$ cat config.mk
export PLATFORM = sky130hd
export DESIGN_NAME = vga_fb_arbiter
export DESIGN_NICKNAME = d
export VERILOG_FILES = /design/src/rtl/vga_fb_arbiter.sv
export SDC_FILE = /design/constraint.sdc
export NUM_CORES = 1
export LEC_CHECK = 0
export BUFFER_PORTS_ARGS = -buffer_cell sky130_fd_sc_hd__buf_2
export CELL_PAD_IN_SITES_DETAIL_PLACEMENT = 0
export CELL_PAD_IN_SITES_GLOBAL_PLACEMENT = 2
export CORE_ASPECT_RATIO = 1.1
export CORE_MARGIN = 2
export CORE_UTILIZATION = 40
export CTS_CLUSTER_DIAMETER = 150
export DETAILED_ROUTE_END_ITERATION = 6
export PLACE_DENSITY_LB_ADDON = 0.1
export SETUP_SLACK_MARGIN = 0.02
export SYNTH_ARGS = -nofsm -noshare
export SYNTH_HDL_FRONTEND = slang
export SYNTH_SLANG_ARGS = --single-unit
$ cat constraint.sdc
create_clock -name clk27 -period 3.3 [get_ports clk27]
set_input_delay 0.33 -clock clk27 [delete_from_list [all_inputs] [get_ports clk27]]
set_output_delay 0.33 -clock clk27 [all_outputs]
set_load 0.01 [all_outputs]
$ cat src/rtl/vga_fb_arbiter.sv
// Framebuffer port arbiter. Display fetches take priority over queued CPU
// writes. CPU writes are range-checked and then queued in a small FIFO.
// Read data comes back through a two-stage valid pipeline.
module vga_fb_arbiter #(
  parameter int H_ACT      = 640,
  parameter int V_ACT      = 480,
  parameter int FIFO_DEPTH = 4
) (
  input  logic        clk27,
  input  logic        rst27,
  input  logic        disp_req,
  input  logic [9:0]  disp_x,
  input  logic [9:0]  disp_y,
  output logic [7:0]  pix_r,
  output logic [7:0]  pix_g,
  output logic [7:0]  pix_b,
  output logic        pix_valid,
  input  logic        cpu_wr_valid,
  output logic        cpu_wr_ready,
  input  logic [9:0]  cpu_wr_x,
  input  logic [9:0]  cpu_wr_y,
  input  logic [23:0] cpu_wr_rgb,
  output logic [18:0] mem_addr,
  output logic        mem_we,
  output logic [23:0] mem_wdata,
  input  logic [23:0] mem_rdata,
  output logic [2:0]  fifo_level,
  output logic [7:0]  drop_cnt
);

  localparam int PTR_W = (FIFO_DEPTH > 1) ? $clog2(FIFO_DEPTH) : 1;
  localparam int CNT_W = $clog2(FIFO_DEPTH + 1);
  localparam int ENT_W = 19 + 24;

  // Linear word address. The default 640-wide line is computed as y*512 + y*128,
  // which needs only shifts and adds.
  function automatic logic [18:0] addr_calc(input logic [9:0] x, input logic [9:0] y);
    logic [18:0] xe;
    logic [18:0] ye;
    xe = {9'd0, x};
    ye = {9'd0, y};
    if (H_ACT == 640) addr_calc = (ye << 9) + (ye << 7) + xe;
    else              addr_calc = 19'(ye * 19'(H_ACT)) + xe;
  endfunction

  // Saturating 8-bit increment for the drop counter.
  function automatic logic [7:0] sat_inc8(input logic [7:0] v);
    sat_inc8 = (v == 8'hFF) ? v : v + 8'd1;
  endfunction

  logic [ENT_W-1:0] fifo_mem_q [FIFO_DEPTH];
  logic [PTR_W-1:0] wr_ptr_q, wr_ptr_d;
  logic [PTR_W-1:0] rd_ptr_q, rd_ptr_d;
  logic [CNT_W-1:0] cnt_q, cnt_d;
  logic [18:0]      mem_addr_q, mem_addr_d;
  logic             mem_we_q, mem_we_d;
  logic [23:0]      mem_wdata_q, mem_wdata_d;
  logic             vld_p0_q, vld_p0_d;
  logic             vld_p1_q, vld_p1_d;
  logic             pix_valid_q, pix_valid_d;
  logic [23:0]      pix_rgb_q, pix_rgb_d;
  logic [7:0]       drop_q, drop_d;
  logic             accept, in_range, push, pop;
  logic [ENT_W-1:0] head;

  // Grant decision, FIFO bookkeeping and next values of the memory port.
  always_comb begin
    cpu_wr_ready = (cnt_q < CNT_W'(FIFO_DEPTH)) && !rst27;
    accept       = cpu_wr_valid && cpu_wr_ready;
    in_range     = ({22'd0, cpu_wr_x} < 32'(H_ACT)) && ({22'd0, cpu_wr_y} < 32'(V_ACT));
    push         = accept && in_range;
    pop          = !disp_req && (cnt_q != '0);
    head         = fifo_mem_q[rd_ptr_q];

    wr_ptr_d    = push ? wr_ptr_q + 1'b1 : wr_ptr_q;
    rd_ptr_d    = pop  ? rd_ptr_q + 1'b1 : rd_ptr_q;
    cnt_d       = cnt_q;
    if (push && !pop)      cnt_d = cnt_q + 1'b1;
    else if (pop && !push) cnt_d = cnt_q - 1'b1;
    drop_d      = (accept && !in_range) ? sat_inc8(drop_q) : drop_q;

    mem_we_d    = 1'b0;
    mem_addr_d  = mem_addr_q;
    mem_wdata_d = mem_wdata_q;
    if (disp_req) begin
      mem_addr_d  = addr_calc(disp_x, disp_y);
    end else if (pop) begin
      mem_we_d    = 1'b1;
      mem_addr_d  = head[ENT_W-1:24];
      mem_wdata_d = head[23:0];
    end

    vld_p0_d    = disp_req;
    vld_p1_d    = vld_p0_q;
    pix_valid_d = vld_p1_q;
    pix_rgb_d   = vld_p1_q ? mem_rdata : 24'd0;
  end

  // State and output registers, all cleared by reset.
  always_ff @(posedge clk27) begin
    if (rst27) begin
      wr_ptr_q    <= '0;
      rd_ptr_q    <= '0;
      cnt_q       <= '0;
      drop_q      <= '0;
      mem_addr_q  <= '0;
      mem_we_q    <= 1'b0;
      mem_wdata_q <= '0;
      vld_p0_q    <= 1'b0;
      vld_p1_q    <= 1'b0;
      pix_valid_q <= 1'b0;
      pix_rgb_q   <= '0;
    end else begin
      wr_ptr_q    <= wr_ptr_d;
      rd_ptr_q    <= rd_ptr_d;
      cnt_q       <= cnt_d;
      drop_q      <= drop_d;
      mem_addr_q  <= mem_addr_d;
      mem_we_q    <= mem_we_d;
      mem_wdata_q <= mem_wdata_d;
      vld_p0_q    <= vld_p0_d;
      vld_p1_q    <= vld_p1_d;
      pix_valid_q <= pix_valid_d;
      pix_rgb_q   <= pix_rgb_d;
    end
  end

  // FIFO storage. Entries are only read while counted, so no reset is needed.
  always_ff @(posedge clk27) begin
    if (push) fifo_mem_q[wr_ptr_q] <= {addr_calc(cpu_wr_x, cpu_wr_y), cpu_wr_rgb};
  end

  assign mem_addr   = mem_addr_q;
  assign mem_we     = mem_we_q;
  assign mem_wdata  = mem_wdata_q;
  assign pix_r      = pix_rgb_q[23:16];
  assign pix_g      = pix_rgb_q[15:8];
  assign pix_b      = pix_rgb_q[7:0];
  assign pix_valid  = pix_valid_q;
  assign fifo_level = 3'(cnt_q);
  assign drop_cnt   = drop_q;

endmodule

# ---- Word-level counts from Yosys, hierarchy flattened
# Memories as Yosys holds them, arrays and structs flattened. A register that Yosys moved wholly into a read port is not among the register bits.
# Index checks and enable logic that the tools add are counted.
# Widths: inputs -> output; s select.
dict set report totals {
  register_bits 86
  ramBits 172
  in_bits 92
  out_inout_bits 81
  mem_count 1
}
dict set report op_classes {
  add_sub_neg 9
  n_lt_le_gt_ge 3
  eq_ne 1
  muxes 10
  n_bitwise 3
  n_reduce_logical 20
}
# memory words width read_ports rd_ports_with_merged_regs write_ports line
set mem_list {}
lappend mem_list {fifo_mem_q 4 43 1 1 1 51} ;# logic [ENT_W-1:0] fifo_mem_q [FIFO_DEPTH];
# op count
set op_table {}
lappend op_table {{$mux 19} 3}
lappend op_table {{$add 19x10->19} 2}
lappend op_table {{$add 19x17->19} 2}
lappend op_table {{$lt 10x10->1 const B} 1}
lappend op_table {{$lt 10x9->1 const B} 1}
lappend op_table {{$add 8x1->8 const B} 1}
lappend op_table {{$eq 8x8->1 const B} 1}
lappend op_table {{$logic_and 1x1->1} 8}
lappend op_table {{$mux 3} 2}
lappend op_table {{$logic_not 1->1} 5}
lappend op_table {{$add 2x1->2 const B} 2}
lappend op_table {{$mux 2} 2}
lappend op_table {{$reduce_and 2->1} 2}
lappend op_table {{$reduce_bool 2->1} 2}
lappend op_table {{$reduce_or 2->1} 2}
lappend op_table {{$add 3x1->3 const B} 1}
lappend op_table {{$lt 3x3->1 const B} 1}
lappend op_table {{$mux 1} 3}
lappend op_table {{$not 1->1} 3}
lappend op_table {{$reduce_bool 3->1} 1}
lappend op_table {{$sub 3x1->3 const B} 1}

# ---- Depth between registers and ports, before layout
# Gate-level depths: netlist of the first run.
dict set report depth {
  ltp_word 8
  mapped_depth 10
  ltp_nobuf 9
}

# ---- Worst setup path before layout of the first run
# No wires, ideal clock.
dict set report synth_path {
  kind {input-to-reg}
  start {input rst27}
  end {memory fifo_mem_q[1][0] (netlist name), enable pin}
  setup_time_ns 0.405
  arrival_time_ns 2.190
  required_ns 2.895
  slack_ns 0.705
  stages 5
  path_buffers 1
  cell_sequence {buf_2 nor2_2 nand2_1 nor3_2 and2_1}
}
dict set report synth_between {
  elab_chain_len 6
}
# element line
set synth_lines {}
lappend synth_lines {{start: declaration} 10} ;# input logic rst27,
lappend synth_lines {{$logic_not 1->1} 68} ;# cpu_wr_ready = (cnt_q < CNT_W'(FIFO_DEPTH)) && !rst27;
lappend synth_lines {{$logic_and 1x1->1} 68}
lappend synth_lines {{net cpu_wr_ready} 19} ;# output logic cpu_wr_ready,
lappend synth_lines {{$logic_and 1x1->1} 69} ;# accept = cpu_wr_valid && cpu_wr_ready;
lappend synth_lines {{$logic_and 1x1->1} 71} ;# push = accept && in_range;
lappend synth_lines {{net push} 63} ;# logic accept, in_range, push, pop;
lappend synth_lines {{$mux 1} 130} ;# if (push) fifo_mem_q[wr_ptr_q] <= {addr_calc(cpu_wr_x, cpu_wr_y), cpu_wr_rgb};
lappend synth_lines {{$mux 1 (implied by the code)} 130}
lappend synth_lines {{end: declaration} 51}
# The timed path passes the listed nets, and every way through them passes these cells.

# ---- Worst setup path in the final report of the first run
dict set report layout_path {
  start {register cnt_q[2] (netlist: fifo_level[2])}
  end {register cnt_q[2] (netlist: fifo_level[2])}
}
dict set report layout_between {
  elab_chain_len 7
}
# element line
set layout_lines {}
lappend layout_lines {{start: declaration} 54} ;# logic [CNT_W-1:0] cnt_q, cnt_d;
lappend layout_lines {{start signal: assignment} 116} ;# cnt_q <= cnt_d;
lappend layout_lines {{$lt 3x3->1 (*)} 68}
lappend layout_lines {{$logic_and 1x1->1 (*)} 68}
lappend layout_lines {{$logic_and 1x1->1 (*)} 69}
lappend layout_lines {{$logic_and 1x1->1 (*)} 71}
lappend layout_lines {{net push} 63}
lappend layout_lines {{$logic_not 1->1} 79} ;# else if (pop && !push) cnt_d = cnt_q - 1'b1;
lappend layout_lines {{$logic_and 1x1->1} 79}
lappend layout_lines {{$reduce_bool 2->1 (no line)} -}
# Mark *: on every way through the listed nets, which the timed path passes. The rest lies on a longest branch. The select of a mux whose other input is x is not followed.
# A chain may end at the register's enable or synchronous reset.

==> metrics.sh, run 1 <==
OUTCOME='finished, final reports clean'
FIN_NETS=1100
HTREE_NUM_LEVELS=1
TIMING.CRITICAL_PATH.CELLS='nor2_2, nand2_1, nor3_2, ha_1, inv_1, fa_1, xor2_1, or3_1, a21oi_1'
POWER.LEAKAGE_nW=5.22
GRT_ANTENNA_BEFORE_REPAIR=0
SYNTH.TOP_CELL.AREA_SHARE=0.483
CRITICAL_PATH.N_BUFFERS_INVERTERS=1
GP_ROUTABILITY_CONGESTION=0.787
FF2FF_SETUP_SLACK_PS=790
PERIOD_MINUS_SLACK_PS=2510
WORST-PATH-MAX-FANOUT=7
FINAL_CELL_MIX='edfxtp_1, buf_2, dfxtp_1'
SYNTH_CELL_TYPES=52
SYNTH-SEQ-CELLS=260
HOLD_START='disp_x[5]'
SYNTH-WARNING-COUNT=0
CP-END-KIND='flop'
SLEW_VIOL_FINAL=0
SYNTH.CELL_AREA_UM2=10700
CRITICAL_PATH_REQUIRED_PS=3750
CLOCKROOTBUFFER='clkbuf_16'
CTSLONGESTPATHBUFFERS=3
GRT_START_MAX_NET_PINS=64
DRT_PRE_ANTENNA_ITERS=6
DIEWIDTH_UM=160
CP_DATA_ARRIVAL_TIME_PS=2970
YS_DOMINANT_REG_CELL='edfxtp_1'
DR.FIRST_ITER.DRC_COUNT=330
N_FILL_CELL=2308
ACHIEVABLE-FREQUENCY_MHz=398
DRIVE_GT1_FRAC=0.277
SYNTH_ASYNC_SR_FLOP_SHARE=0
POST_CTS_BUFFERS=0
DRTANTENNAVIOLNETS=0
WORSTMARGINPINSLEW_PS=751
CRIT_SLOWEST_CELL='nor3_2'
REG2REG_FROM='fifo_level[2]$_SDFFE_PP0P_'
FINALSETUPVIOLATIONS=0
ROUTED_WIRELENGTH_MM=23.0
SYNTH.YOSYS.SEQ_AREA_SHARE=0.647
ROW_COUNT=62
SYNTH_FP_NETS=859
PORT_BUFFERS=172
UNREPAIRED_SETUP_ENDPOINTS_AFTER_GLOBAL_ROUTING='false'
GLOBAL_ROUTE.OVERFLOW_TOTAL=0
FINAL-HOLD-VIOLATION-COUNT=0
FINAL_CELL_COUNT_NO_FILL=1333
TRITONCTS='yes'
CORE_REGION_AREA_UM2=26200
ACCUMULATED_NEGATIVE_SETUP_SLACK_PS=0
NUMCTSBUFFERS=28
SYNTH_TOP_CELL_BY_AREA='edfxtp_1'
AREA.SEQUENTIAL_UM2=6930
GLOBAL_ROUTE.USAGE.TOTAL=0.164
FINAL.SETUP_SKEW_PS=12.8
FIRST_GLOBAL_VIAS=6789
ROUTED-VIA-COUNT=6637
VIASPERCELL=4.98
POSTCTSRESIZEDCELLS=0
SLEW_HEADROOM=0.499
SYNTHESIS.AREA_PER_INSTANCE_UM2=14.9
FINAL_CORE_UTIL=0.511
LARGEST_INCREMENTAL_DELAY_ON_THE_CRITICAL_PATH_PS=400
CRITICAL_PATH.STARTPOINT='fifo_level[2]$_SDFFE_PP0P_'
PATH_CLASS='flop to flop'
AREA.GROWTH.SYNTH_TO_FINAL_PCT=25.3
TIMING.CRITICAL_PATH.FROM_TYPE='flop'
CLK_LATENCY_PS=540
START_UTIL=0.408
CTS_SINKS=260
SYN-INSTANCE-COUNT=718
COUNT_OF_FLIP_FLOPS_WITH_A_BUILT_IN_ENABLE_AFTER_SYNTHESIS=172
PLACE_INST=1226
TIMING.FINAL.WS_SETUP_PS=785
FLOORPLAN.DIE_AREA_UM2=28100
HOLD_PATH.CLASS='primary input to flop'
PLACE_HPWL_MM=14.7
WORST_SETUP_HOLD_PATH_CLK_SLEW_PS=60
MULTI_INPUT_COMB_AREA_UM2=3520
IOPINCOUNT=173
SYNTH.TOP_CELLS.BY_AREA='edfxtp_1, dfxtp_1, mux4_2'
DETAIL_ROUTE.WL_PER_CELL_UM=17.3
N_ANTENNA_CELL=0
DRCVIOLATIONCOUNT=0
POWER.TOTAL_mW=8.78
CRIT_FAMILY='simple AND/OR/NAND/NOR gates'
TIMING.MAX_CAP.VIOLATIONS=0
POWER_DENSITY_nW_PER_UM2=655
PLACE_WORST_SETUP_SLACK_PS=632
GRT_PASS1_WL_MM=36.2
VDD_IR_DROP_MAX_V=0.000453
MIN_PERIOD_OVER_PERIOD=0.762
DIE_Y_UM=176
[flip-flops by register name (all words and copies together), names as in the netlist, named ones only]
signal       cells
pix_valid_d      1
rd_ptr_q         2
mem_addr        19
pix_rgb_q       24
mem_wdata       24
mem_we           1
wr_ptr_q         2
vld_p0_q         1
drop_cnt         8
pix_valid        1
fifo_level       3
fifo_mem_q     172
[where the power goes]
group,switching (mW),internal (mW),total (mW)
clock,1.20,1.73,2.93
sequential,0.218,3.71,3.93
combinational,0.995,0.923,1.92
total,2.41,6.37,8.78
[final timing paths]
| check | endpoint | depth (start not counted) |
|---|---|---|
| min reg2reg | mem_wdata[0]$_SDFFE_PP0P_ | 2 |
| max | fifo_level[2]$_SDFFE_PP0P_ | 9 |
| min | mem_addr[5]$_SDFFE_PP0P_ | 3 |
| max reg2reg | fifo_level[2]$_SDFFE_PP0P_ | 9 |
[final cells by class]
type / count / area share
Timing Repair Buffer: 241 / 0.116
Tap cell: 352 / 0.0328
Multi-Input combinational cell: 407 / 0.262
Inverter: 21 / 0.00588
Clock buffer: 46 / 0.0626
Sequential cell: 260 / 0.517
Clock inverter: 6 / 0.00355
[layer usage]
metal	up-vias	GRT usage	share of wire
met5	-	0	0
met2	175	0.278	0.47
met4	0	0.0383	0.016
met1	3260	0.223	0.45
met3	28	0.0269	0.056
li1	3174	-	-
[cells in the mapped netlist (6+ instances only)]
master    instances
xnor2_1          13
nand2b_1          7
edfxtp_1        172
and2_1           30
or3_1             6
ha_1             44
nor2_1           40
o21ai_0          10
dfxtp_1          88
a211oi_1         11
mux4_2           33
nor2b_1           8
o21bai_1          6
nand3_1           7
clkbuf_1          9
buf_2             9
nand2_1          59
mux2i_1          19
xor2_1            7
mux4_1           10
a21oi_1          50
inv_1            20
[logic make-up (layout without fill, tap and decap cells)]
family / after synthesis / after routing / synth area share
AO/OA/AOI/OAI: 104 / 104 / 0.0615
XOR/XNOR: 20 / 20 / 0.0164
adder cells (fa/ha/maj): 49 / 49 / 0.0608
buffers and inverters: 51 / 314 / 0.0243
flip-flops: 260 / 260 / 0.647
multiplexers: 62 / 62 / 0.112
AND/OR/NAND/NOR: 172 / 172 / 0.0778
[worst min-delay path: stages]
cell and delay, ps:
buf_2 70, a21oi_1 50, nor2_1 70
[stage by stage]
stage	instance area [um2]	hold slack [ps]
after floorplan	10700	414
after global placement	12000	440
after detailed placement	12000	447
after CTS	13400	9.96
after global routing	13400	25.4
final	13400	31.6
[repair_timing]
item / CTS / global route
setup endpoints to repair: 0 / 0
hold buffers: 55 / 0
endpoints found under the hold margin: 143 / 0
Power figures use the tool's default switching activity.
==> run 2, diff against run 1 <==
--- a/config.mk
+++ b/config.mk
@@ -10,7 +10,7 @@
 export CELL_PAD_IN_SITES_GLOBAL_PLACEMENT = 2
 export CORE_ASPECT_RATIO = 1.1
 export CORE_MARGIN = 2
-export CORE_UTILIZATION = 40
+export CORE_UTILIZATION = 36
 export CTS_CLUSTER_DIAMETER = 150
 export DETAILED_ROUTE_END_ITERATION = 6
 export PLACE_DENSITY_LB_ADDON = 0.1
==> constraint.sdc (replaced) <==
create_clock -name clk27 -period 2.19 [get_ports clk27]
set_input_delay 0.219 -clock clk27 [delete_from_list [all_inputs] [get_ports clk27]]
set_output_delay 0.219 -clock clk27 [all_outputs]
set_load 0.01 [all_outputs]
==> run 2 against run 1 <==
Compared with the run above: die area rose by 11%; clock skew is 10 ps higher; largest cell class unchanged; fmax increased by 24%; sequential cell count unchanged.
==> metrics.sh, run 2 (synthesized netlist as in run 1, its figures left out) <==
POST_CTS_BUFFERS=0  # unchanged
NUMCTSBUFFERS=28  # unchanged
VIASPERCELL=4.83  # was 4.98
LARGEST_REGISTER='fifo_mem_q'  # unchanged
GP_ROUTABILITY_CONGESTION=0.818  # was 0.787
TIMING.FINAL.WS_SETUP_PS=168  # was 785 ps
DETAIL_ROUTE.WL_PER_CELL_UM=17.1  # was 17.3 um
CP-END-KIND='flop'  # unchanged
DRT_PRE_ANTENNA_ITERS=4  # was 6
IOPINCOUNT=173  # unchanged
SLEW_HEADROOM=0.496  # was 0.499
ACHIEVABLE-FREQUENCY_MHz=495  # was 398 MHz
ROW_COUNT=66  # was 62
AREA.GROWTH.SYNTH_TO_FINAL_PCT=30.9  # was 25.3%
REG2REG_DEPTH=9  # unchanged
N_ANTENNA_CELL=0  # unchanged
DRTANTENNAVIOLNETS=0  # unchanged
WORST_SETUP_HOLD_PATH_CLK_SLEW_PS=60  # about the same
FINAL.SETUP_SKEW_PS=22.8  # was 12.8 ps
GRT_PASS1_WL_MM=37.6  # was 36.2 mm
FIRST_GLOBAL_VIAS=7106  # was 6789
PORT_BUFFERS=172  # unchanged
REG2REG_TO='fifo_level[2]$_SDFFE_PP0P_'  # unchanged
TRITONCTS='yes'  # unchanged
TIMING.CRITICAL_PATH.FROM_TYPE='flop'  # unchanged
WORST-PATH-MAX-FANOUT=5  # was 7
TIMING.MAX_CAP.VIOLATIONS=0  # unchanged
FIN_NETS=1145  # was 1100
DR.FIRST_ITER.DRC_COUNT=274  # was 330
FINAL_CELL_MIX='edfxtp_1, buf_2, dfxtp_1'  # unchanged
CTSLONGESTPATHBUFFERS=3  # unchanged
ROUTED_WIRELENGTH_MM=23.9  # was 23.0 mm
PLACE_HPWL_MM=16.1  # was 14.7 mm
CORE_REGION_AREA_UM2=29400  # was 26200 um2
SLEW_VIOL_FINAL=0  # unchanged
REG2REG_FROM='fifo_level[2]$_SDFFE_PP0P_'  # unchanged
PLACE_WORST_SETUP_SLACK_PS=-247  # was 632 ps
OUTCOME='finished, final reports clean'  # unchanged
CRITICAL_PATH_REQUIRED_PS=2630  # was 3750 ps
HOLD_PATH.CLASS='primary input to flop'  # unchanged
MIN_PATH_CELLS=4  # was 3
START_UTIL=0.364  # was 0.408
WORSTMARGINPINSLEW_PS=756  # was 751 ps
FF2FF_SETUP_SLACK_PS=170  # was 790 ps
POWER.LEAKAGE_nW=5.50  # was 5.22 nW
WHS_ENDPOINT='mem_addr[7]$_SDFFE_PP0P_'  # was mem_addr[5]$_SDFFE_PP0P_
MIN_PERIOD_OVER_PERIOD=0.923  # was 0.762
PATH_CLASS='flop to flop'  # unchanged
ROUTED-VIA-COUNT=6766  # was 6637
POWER_DENSITY_nW_PER_UM2=992  # was 655 nW/um2
CLOCKROOTBUFFER='clkbuf_16'  # unchanged
CRITICAL_PATH.STARTPOINT='fifo_level[2]$_SDFFE_PP0P_'  # unchanged
GRT_ANTENNA_BEFORE_REPAIR=0  # unchanged
PLACEMENT.CELL_AREA_UM2=12400  # was 12000 um2
FINALSETUPVIOLATIONS=0  # unchanged
DRCVIOLATIONCOUNT=0  # unchanged
CTS_SINKS=260  # unchanged
GRT_START_MAX_NET_PINS=63  # was 64
VDD_IR_DROP_MAX_V=0.000657  # was 0.000453 V
HOLD_START='disp_x[7]'  # was disp_x[5]
POWER.TOTAL_mW=13.9  # was 8.78 mW
GLOBAL_ROUTE.USAGE.TOTAL=0.154  # was 0.164
FINALINSTANCEAREA_UM2=14000  # was 13400 um2
UNREPAIRED_SETUP_ENDPOINTS_AFTER_GLOBAL_ROUTING='false'  # unchanged
PERIOD_MINUS_SLACK_PS=2020  # was 2510 ps
FLOORPLAN.DIE_AREA_UM2=31100  # was 28100 um2
CP_DATA_ARRIVAL_TIME_PS=2470  # was 2970 ps
LARGEST_REGISTER_FF_COUNT=172  # unchanged
CLK_LATENCY_PS=540  # about the same
DRIVE_GT1_FRAC=0.317  # was 0.277
HTREE_NUM_LEVELS=1  # unchanged
FINAL_CORE_UTIL=0.476  # was 0.511
GLOBAL_ROUTE.OVERFLOW_TOTAL=0  # unchanged
FINAL-HOLD-VIOLATION-COUNT=0  # unchanged
DIE_Y_UM=185  # was 176 um
DIEWIDTH_UM=168  # was 160 um
[run 2: per-stage QoR]
step | hold WS, ps | TNS (ps) | cells
final | 71.2 | 0 | 1400
after global routing | 95.2 | 0 | 1400
after CTS | 55.2 | 0 | 1400
after detailed placement | 423 | -4490 | 1286
after global placement | 421 | -3500 | 1286
after floorplan | 318 | 0 | 718
[run 2: final cells by class]
type / instances / area, um2
Clock buffer: 40 / 796
Clock inverter: 12 / 174
Fill cell: 2629 / 15400
Inverter: 21 / 78.8
Multi-Input combinational cell: 407 / 3560
Sequential cell: 260 / 6940
Tap cell: 374 / 468
Timing Repair Buffer: 286 / 1980
[run 2: where the power goes]
| part | switching, mW | internal (mW) | leakage [nW] |
|---|---|---|---|
| Clock | 1.82 | 3.00 | 0.470 |
| Combinational | 1.66 | 1.57 | 2.76 |
| Sequential | 0.232 | 5.60 | 2.27 |
| Total | 3.72 | 10.2 | 5.50 |
[run 2: worst max-delay path by stage]
stage                                       end  depth (start not counted)  slack [ps]
global placement    fifo_mem_q[0][41]$_DFFE_PP_                         10        -210
detailed placement  fifo_mem_q[1][41]$_DFFE_PP_                         10        -250
CTS                  fifo_level[2]$_SDFFE_PP0P_                          9         110
finish               fifo_level[2]$_SDFFE_PP0P_                          9         170
floorplan            fifo_level[2]$_SDFFE_PP0P_                         10          20
global route         fifo_level[2]$_SDFFE_PP0P_                          9          80
[run 2: timing repair]
action	in CTS	in global routing
hold buffers	62	0
endpoints found under the hold margin	155	0
setup endpoints to repair	0	1
resized for setup	0	0
[run 2: per-layer routing]
layer	vias up	wire, um	share of wire	track usage
met5	-	0	0	0
li1	3272	-	-	-
met3	28	1140	0.048	0.0241
met4	0	378	0.016	0.0403
met2	164	11500	0.48	0.264
met1	3302	10900	0.46	0.206
[run 2: critical path, stage by stage (launching register included)]
cell	delay [ps]
dfxtp_2	350
nor2_2	120
nand2_1	90
nor3_4	230
ha_4	180
inv_1	50
fa_2	340
xor2_1	150
or3_1	300
a21oi_1	120
==> run 3, diff against run 2 <==
--- a/config.mk
+++ b/config.mk
@@ -13,6 +13,7 @@
 export CORE_UTILIZATION = 36
 export CTS_CLUSTER_DIAMETER = 150
 export DETAILED_ROUTE_END_ITERATION = 6
+export MAX_ROUTING_LAYER = met4
 export PLACE_DENSITY_LB_ADDON = 0.1
 export SETUP_SLACK_MARGIN = 0.02
 export SYNTH_ARGS = -nofsm -noshare
==> run 3 against run 2 <==
Compared with the run above: non-clock buffer count unchanged; critical path type unchanged; power about the same; critical endpoint unchanged; count of clock-buffer cells in the layout unchanged; fmax barely moved; largest power group unchanged.
==> metrics.sh, run 3 (synthesized netlist as in run 1, its figures left out) <==
FINALSETUPVIOLATIONS=0  # unchanged
VIASPERCELL=4.83  # about the same
FINAL-HOLD-VIOLATION-COUNT=0  # unchanged
CRIT_SLOWEST_CELL='dfxtp_2'  # unchanged
FIN_NETS=1145  # unchanged
PERIOD_MINUS_SLACK_PS=2020  # about the same
FINAL_CELL_COUNT_NO_FILL=1400  # unchanged
DIEWIDTH_UM=168  # unchanged
IOPINCOUNT=173  # unchanged
PLACE_INST=1286  # unchanged
ROUTED-VIA-COUNT=6763  # was 6766
TIMING.CRITICAL_PATH.CELLS='nor2_2, nand2_1, nor3_4, ha_4, inv_1, fa_2, xor2_1, or3_1, a21oi_1'  # unchanged
FINAL_CELL_MIX='edfxtp_1, buf_2, dfxtp_1'  # unchanged
POWER.TOTAL_mW=13.9  # about the same
START_UTIL=0.364  # unchanged
CRITICAL_PATH.N_BUFFERS_INVERTERS=1  # unchanged
MULTI_INPUT_COMB_AREA_UM2=3560  # unchanged
DETAIL_ROUTE.WL_PER_CELL_UM=17.0  # was 17.1 um
MIN_PATH_CELLS=4  # unchanged
OUTCOME='finished, final reports clean'  # unchanged
POWER_DENSITY_nW_PER_UM2=992  # about the same
CLOCKROOTBUFFER='clkbuf_16'  # unchanged
DRCVIOLATIONCOUNT=0  # unchanged
CTSLONGESTPATHBUFFERS=3  # unchanged
DRT_PRE_ANTENNA_ITERS=4  # unchanged
GP_ROUTABILITY_CONGESTION=0.830  # was 0.818
DR.FIRST_ITER.DRC_COUNT=269  # was 274
MIN_PERIOD_OVER_PERIOD=0.924  # was 0.923
DRTANTENNAVIOLNETS=0  # unchanged
WORSTMARGINPINSLEW_PS=756  # about the same
GLOBAL_ROUTE.USAGE.TOTAL=0.159  # was 0.154
PATH_CLASS='flop to flop'  # unchanged
FINAL.SETUP_SKEW_PS=22.3  # was 22.8 ps
SLEW_VIOL_FINAL=0  # unchanged
WORST-PATH-MAX-FANOUT=5  # unchanged
FIN_WORST_HOLD_SLACK_PS=71.6  # was 71.2 ps
HOLD_PATH.CLASS='primary input to flop'  # unchanged
VDD_IR_DROP_MAX_V=0.000660  # was 0.000657 V
TRITONCTS='yes'  # unchanged
CLK_LATENCY_PS=540  # about the same
ROW_COUNT=66  # unchanged
FLOORPLAN.DIE_AREA_UM2=31100  # unchanged
TIMING.FINAL.WS_SETUP_PS=167  # was 168 ps
REG2REG_DEPTH=9  # unchanged
CP_DATA_ARRIVAL_TIME_PS=2470  # about the same
AREA.GROWTH.SYNTH_TO_FINAL_PCT=30.9  # unchanged
SLEW_HEADROOM=0.496  # about the same
GRT_START_MAX_NET_PINS=63  # unchanged
HTREE_NUM_LEVELS=1  # unchanged
LARGEST_INCREMENTAL_DELAY_ON_THE_CRITICAL_PATH_PS=350  # about the same
WORST_SETUP_HOLD_PATH_CLK_SLEW_PS=60  # about the same
GRT_ANTENNA_BEFORE_REPAIR=0  # unchanged
WORSTSETUPPATHDEPTH=9  # unchanged
LARGEST_REGISTER='fifo_mem_q'  # unchanged
DIE_Y_UM=185  # unchanged
LARGEST_REGISTER_FF_COUNT=172  # unchanged
TIMING.MAX_CAP.VIOLATIONS=0  # unchanged
ROUTED_WIRELENGTH_MM=23.9  # about the same
GLOBAL_ROUTE.OVERFLOW_TOTAL=0  # unchanged
DRIVE_GT1_FRAC=0.317  # unchanged
N_ANTENNA_CELL=0  # unchanged
NUMCTSBUFFERS=28  # unchanged
GRT_PASS1_WL_MM=37.6  # about the same
UNREPAIRED_SETUP_ENDPOINTS_AFTER_GLOBAL_ROUTING='false'  # unchanged
PLACE_WORST_SETUP_SLACK_PS=-247  # unchanged
N_FILL_CELL=2629  # unchanged
CRITICAL_PATH_REQUIRED_PS=2630  # about the same
ACHIEVABLE-FREQUENCY_MHz=494  # was 495 MHz
POWER.LEAKAGE_nW=5.50  # unchanged
FIRST_GLOBAL_VIAS=7098  # was 7106
PORT_BUFFERS=172  # unchanged
PLACE_HPWL_MM=16.1  # unchanged
CTS_SINKS=260  # unchanged
POST_CTS_BUFFERS=0  # unchanged
CORE_REGION_AREA_UM2=29400  # unchanged
TIMING.CRITICAL_PATH.FROM_TYPE='flop'  # unchanged
CP-END-KIND='flop'  # unchanged
CRIT_FAMILY='simple AND/OR/NAND/NOR gates'  # unchanged
AREA.SEQUENTIAL_UM2=6940  # unchanged
run 3: cell counts in the layout (fill, tap and decap cells not counted):
Identical to the previous run, type by type.
run 3: where the power goes:
part,switching [mW],internal [mW],leakage [nW]
registers,0.232,5.60,2.27
clock network,1.82,3.00,0.470
logic,1.67,1.57,2.76
total,3.72,10.2,5.50
run 3: repair_timing:
action                                 in CTS  in global routing
gates resized for setup                     0                  0
setup endpoints to repair                   0                  1
hold buffers                               62                  0
endpoints found under the hold margin     155                  0
run 3: final timing paths:
check                                           startpoint                    endpoint  slack, ps
worst max-delay path            fifo_level[2]$_SDFFE_PP0P_  fifo_level[2]$_SDFFE_PP0P_        170
worst min register to register   mem_wdata[4]$_SDFFE_PP0P_   mem_wdata[4]$_SDFFE_PP0P_        450
worst min-delay path                             disp_x[7]    mem_addr[7]$_SDFFE_PP0P_         70
worst max register to register  fifo_level[2]$_SDFFE_PP0P_  fifo_level[2]$_SDFFE_PP0P_        170
run 3: layout make-up:
type,count,share of cell area
well taps,374,0.0334
flip-flops and latches,260,0.495
clock buffers,40,0.0568
inverters,21,0.00563
repair buffers,286,0.142
multi-input cells,407,0.255
clock inverters,12,0.0124
run 3: tightest hold or removal path, stage by stage:
cell,delay (ps)
buf_2,80
ha_1,120
a21oi_1,60
nor2_1,80
run 3: routing by layer:
| metal | GRT usage | routed length (um) | vias to the layer above |
|---|---|---|---|
| met2 | 0.264 | 11400 | 164 |
| met5 | - | 0 | - |
| met1 | 0.207 | 11000 | 3301 |
| met3 | 0.0233 | 1120 | 28 |
| li1 | - | - | 3270 |
| met4 | 0.0403 | 383 | 0 |
run 3: per-stage QoR:
stage / util / TNS (ps) / area (um2)
after floorplan: - / 0 / 10800
after global placement: 0.422 / -3500 / 12400
after detailed placement: 0.422 / -4490 / 12400
after CTS: 0.476 / 0 / 14000
after global routing: 0.476 / 0 / 14000
final: 0.476 / 0 / 14000
